==> src/rtl/lane_deserializer.sv <==
// Packs NUM_LANES consecutive WIDTH-bit samples into one word for the adder trees.
// Define LANE_DESERIALIZER_SKID_EN to add a separate output register (no bubble).
module lane_deserializer #(
    parameter int WIDTH     = 16,
    parameter int NUM_LANES = 5
) (
    input  logic                           i_clock,
    input  logic                           i_reset,
    input  logic                           i_enable,
    input  logic [WIDTH-1:0]               i_data,
    input  logic                           i_valid,
    input  logic                           i_last,
    output logic                           o_ready,
    output logic [NUM_LANES*WIDTH-1:0]     o_lanes,
    output logic [$clog2(NUM_LANES+1)-1:0] o_count,
    output logic                           o_valid,
    input  logic                           i_ready
);

    localparam int LW  = NUM_LANES * WIDTH;
    localparam int CW  = (NUM_LANES > 1) ? $clog2(NUM_LANES) : 1;
    localparam int CNW = $clog2(NUM_LANES + 1);
    localparam logic [CW-1:0] LAST = CW'(NUM_LANES - 1);

    logic [LW-1:0] acc;
    logic [LW-1:0] word;
    logic [CW-1:0] cnt;
    logic          at_end;
    logic          accept;
    logic          complete;

    assign at_end   = (cnt == LAST);
    assign accept   = i_valid & o_ready;
    assign complete = accept & (at_end | i_last);

    // Accumulator with the incoming sample dropped into lane[cnt]
    always_comb begin
        word = acc;
        word[cnt*WIDTH +: WIDTH] = i_data;
    end

`ifdef LANE_DESERIALIZER_SKID_EN
    logic [LW-1:0] out;
    logic          stall;

    // Only a completing beat can overwrite a word still held downstream
    assign stall   = o_valid & ~i_ready & (at_end | (i_valid & i_last));
    assign o_ready = i_enable & ~i_reset & ~stall;
    assign o_lanes = out;

    always_ff @(posedge i_clock) begin
        if (i_reset) begin
            acc     <= '0;
            out     <= '0;
            cnt     <= '0;
            o_valid <= 1'b0;
            o_count <= '0;
        end else if (i_enable) begin
            if (accept) begin
                acc <= complete ? '0 : word;
                cnt <= complete ? '0 : cnt + CW'(1);
            end
            if (complete) begin
                out     <= word;
                o_valid <= 1'b1;
                o_count <= CNW'(cnt) + CNW'(1);
            end else if (o_valid & i_ready) begin
                o_valid <= 1'b0;
            end
        end
    end
`else
    // Accumulator doubles as the output word; it is cleared once consumed
    assign o_ready = i_enable & ~i_reset & ~o_valid;
    assign o_lanes = acc;

    always_ff @(posedge i_clock) begin
        if (i_reset) begin
            acc     <= '0;
            cnt     <= '0;
            o_valid <= 1'b0;
            o_count <= '0;
        end else if (i_enable) begin
            if (complete) begin
                acc     <= word;
                cnt     <= '0;
                o_valid <= 1'b1;
                o_count <= CNW'(cnt) + CNW'(1);
            end else if (accept) begin
                acc <= word;
                cnt <= cnt + CW'(1);
            end else if (o_valid & i_ready) begin
                acc     <= '0;
                o_valid <= 1'b0;
            end
        end
    end
`endif

endmodule

==> config.mk <==
export PLATFORM = sky130hd
export DESIGN_NAME = lane_deserializer
export DESIGN_NICKNAME = d
export VERILOG_FILES = /design/src/rtl/lane_deserializer.sv
export SDC_FILE = /design/constraint.sdc
export NUM_CORES = 1
export LEC_CHECK = 0
export CORE_MARGIN = 2
export CORE_UTILIZATION = 47
export DETAILED_ROUTE_END_ITERATION = 16
export HOLD_SLACK_MARGIN = 0.1
export PLACE_DENSITY = 0.8
export SLEW_MARGIN = 5
export SYNTH_ARGS = -nofsm -noshare
export SYNTH_HDL_FRONTEND = slang
export SYNTH_SLANG_ARGS = --single-unit
==> constraint.sdc <==
create_clock -name i_clock -period 3.3 [get_ports i_clock]
set_input_delay 0.66 -clock i_clock [delete_from_list [all_inputs] [get_ports i_clock]]
set_output_delay 0.66 -clock i_clock [all_outputs]
set_load 0.01 [all_outputs]
==> results.py <==
metrics = {
    "synthesis": {
        "yosys_warnings": 0,
        "yosysTopAreaCellShare": 0.491,
        "synth_area_mm2": 0.00355,
        "syn_avg_cell_area_um2": 8.53,
        "synth.lib_cells_used.distinct": 39,
        "synth_edf_count": 0,
        "ys_ff_latch": 87,
        "synth.area.top_cells": "dfxtp_1 (49%), nand3_1 (9.5%), nand2_1 (7.0%), a31oi_1 (4.8%), nor2_1 (4.1%)",
        "synth_top_area_cell": "dfxtp_1",
        "synthCells": 416,
        "ys_seq_area_frac": 0.491,
        "synth_ff_type": "dfxtp_1",
        "synthArstFlopShare": 0,
        "synth_nets": 443,
    },
    "die": {
        "rows": 31,
        "core_area_mm2": 0.00729,
        "die_h_um": 90.9,
        "dieArea_mm2": 0.00826,
        "pin_count": 107,
        "initial_core_util": 0.486,
        "fp.dieW_um": 90.9,
    },
    "timing": {
        "whs_ps": 468,
        "post-route-period-util": 0.834,
        "tightest_slew_ps": 1180,
        "drv_slew": 0,
        "finalSetupViolations": 0,
        "fmax_mhz": 363,
        "skew_ps": 9.56,
        "setup_tns_ps": 0,
        "grt_setup_unrepaired": "no",
        "slew_headroom": 0.210,
        "fin_crit_ps": 2750,
        "hold_violations": 0,
    },
    "worst_setup_path": {
        "start_kind": "register",
        "crit_chain": "inv_1, ha_1, ha_1, nand2b_1, a2111o_1, nand3_1, o21ai_0",
        "cpMostUsedCell": "ha_1",
        "crit_required_ps": 3510,
        "cp_data_arrival_time_ps": 2960,
        "path_class": "reg -> reg",
        "critPathMaxStageDelay_ps": 790,
        "endpoint_kind": "register",
        "slowest_stage": "a2111o_1",
        "cp_max_fo": 20,
    },
    "clock_network": {
        "cts.htree.levels": 3,
        "numCtsBuffers": 9,
        "clkLatencyLatePin_ps": 360,
        "cts-resized-gates": 0,
        "clk_pin_slew_ps": 90,
        "clock-sinks": 87,
        "cts-root-buf": "clkbuf_8",
        "cts_hold_buf": 0,
        "cts_tree": "built",
        "cts_setup_buffers": 0,
        "clk_path_buf_depth": 2,
    },
    "final_layout": {
        "num_antenna_cells": 0,
        "num-nets-final": 534,
        "drive_above_1_share": 0.0625,
        "final_cell_mix": "clkdlybuf4s50_1 (105), dfxtp_1 (87), nand3_1 (67)",
        "finalCoreUtilization": 0.667,
        "final_common_cell": "clkdlybuf4s50_1",
        "area_delta_synth_final_pct": 37.1,
    },
    "grt": {
        "grt.busiest_layer": "met2",
        "grt_pass1_wl_mm": 16.7,
        "use_met3": 0.0576,
        "grt_util_met2": 0.396,
        "grt_max_degree": 48,
        "grt_usage": 0.256,
        "grt_pass1_vias": 3331,
        "grt_overflow": 0,
        "antenna_found_initial": 0,
        "met1_usage": 0.343,
    },
    "power": {
        "p_leak_nw": 1.68,
        "ir_drop_mv": 0.234,
        "power_density_mw_per_mm2": 424,
        "fin_total_pwr_mw": 2.06,
    },
    "routing": {
        "first_pass_iters": 5,
        "first_iter_violations": 312,
        "totalWireLength_mm": 10.5,
        "post_drt_wl_per_cell_um": 17.2,
        "vias_per_cell": 5.74,
        "vias": 3509,
        "antenna_left": 0,
        "drc_errors": 0,
    },
    "hold_path": {
        "hp-class": "reg -> reg",
    },
    "placement": {
        "gp_congestion": 0.848,
        "place_hpwl_mm": 7.07,
        "io_buffers": 106,
    },
    "status": {
        "status": "finished clean",
    },
    "flow_run": {
        "cap_violations": 0,
    },
}
-- Yosys cell counts (3+ instances only) --
cell	n
ha_1	5
nand4_1	3
mux2i_1	14
nor2_1	39
dfxtp_1	87
buf_6	3
o21ai_0	10
clkbuf_1	19
nand2_1	66
inv_1	3
a31oi_1	27
nand3_1	67
a21oi_1	18
a22oi_1	16
buf_2	9
nand2b_1	3
-- final timing paths --
kind,from,endpoint,slack (ps),cells after the start
max,cnt[0],o_lanes[63],550,7
min,o_lanes[76],o_lanes[76],470,2
max reg2reg,cnt[0],o_lanes[63],550,7
min reg2reg,o_lanes[76],o_lanes[76],470,2
-- sequential cells by signal, indices dropped and copies added, names as in the netlist --
| signal | flops |
|---|---|
| o_valid | 1 |
| o_count | 3 |
| o_lanes | 80 |
| cnt | 3 |
-- metal layers --
metal	vias up	wire [um]	part of all wire
li1	1649	-	-
met1	1641	4470	0.43
met2	195	4780	0.46
met3	24	1000	0.095
met4	0	245	0.023
met5	-	0	0
-- power breakdown --
group / switching, mW / internal, mW
Clock: 0.405 / 0.437
Combinational: 0.0988 / 0.0561
Sequential: 0.00777 / 1.06
Total: 0.511 / 1.55
-- metrics by stage --
step	setup WS [ps]	instances	cell area, um^2
after CTS	556	611	4860
after global routing	359	611	4860
after floorplan	1030	416	3550
after global placement	593	595	4640
final	547	611	4860
after detailed placement	543	595	4640
-- critical path: cells and delay by family, from the launching register on --
family	cells	cell delay (ps)
flip-flops	1	510
AO/OA/AOI/OAI	2	890
adder cells (fa/ha/maj)	2	520
buffers and inverters	1	180
AND/OR/NAND/NOR	2	500
-- kinds of logic (layout without fill, tap and decap cells) --
kind of cell | count (synthesis) | in the layout | share of synthesized area
AO/OA/AOI/OAI | 79 | 79 | 0.145
multiplexers | 14 | 14 | 0.0395
buffers and inverters | 36 | 132 | 0.0480
AND/OR/NAND/NOR | 194 | 194 | 0.256
XOR/XNOR | 1 | 1 | 0.00247
adder cells (fa/ha/maj) | 5 | 5 | 0.0176
flip-flops | 87 | 87 | 0.491
-- layout make-up --
class,count,area (um^2)
inverters,3,11.3
well taps,99,124
fillers,613,2430
flip-flops and latches,87,1740
multi-input cells,293,1650
clock inverters,7,103
clock buffers,9,124
repair buffers,113,1110
(Power assumes the default switching activity.)
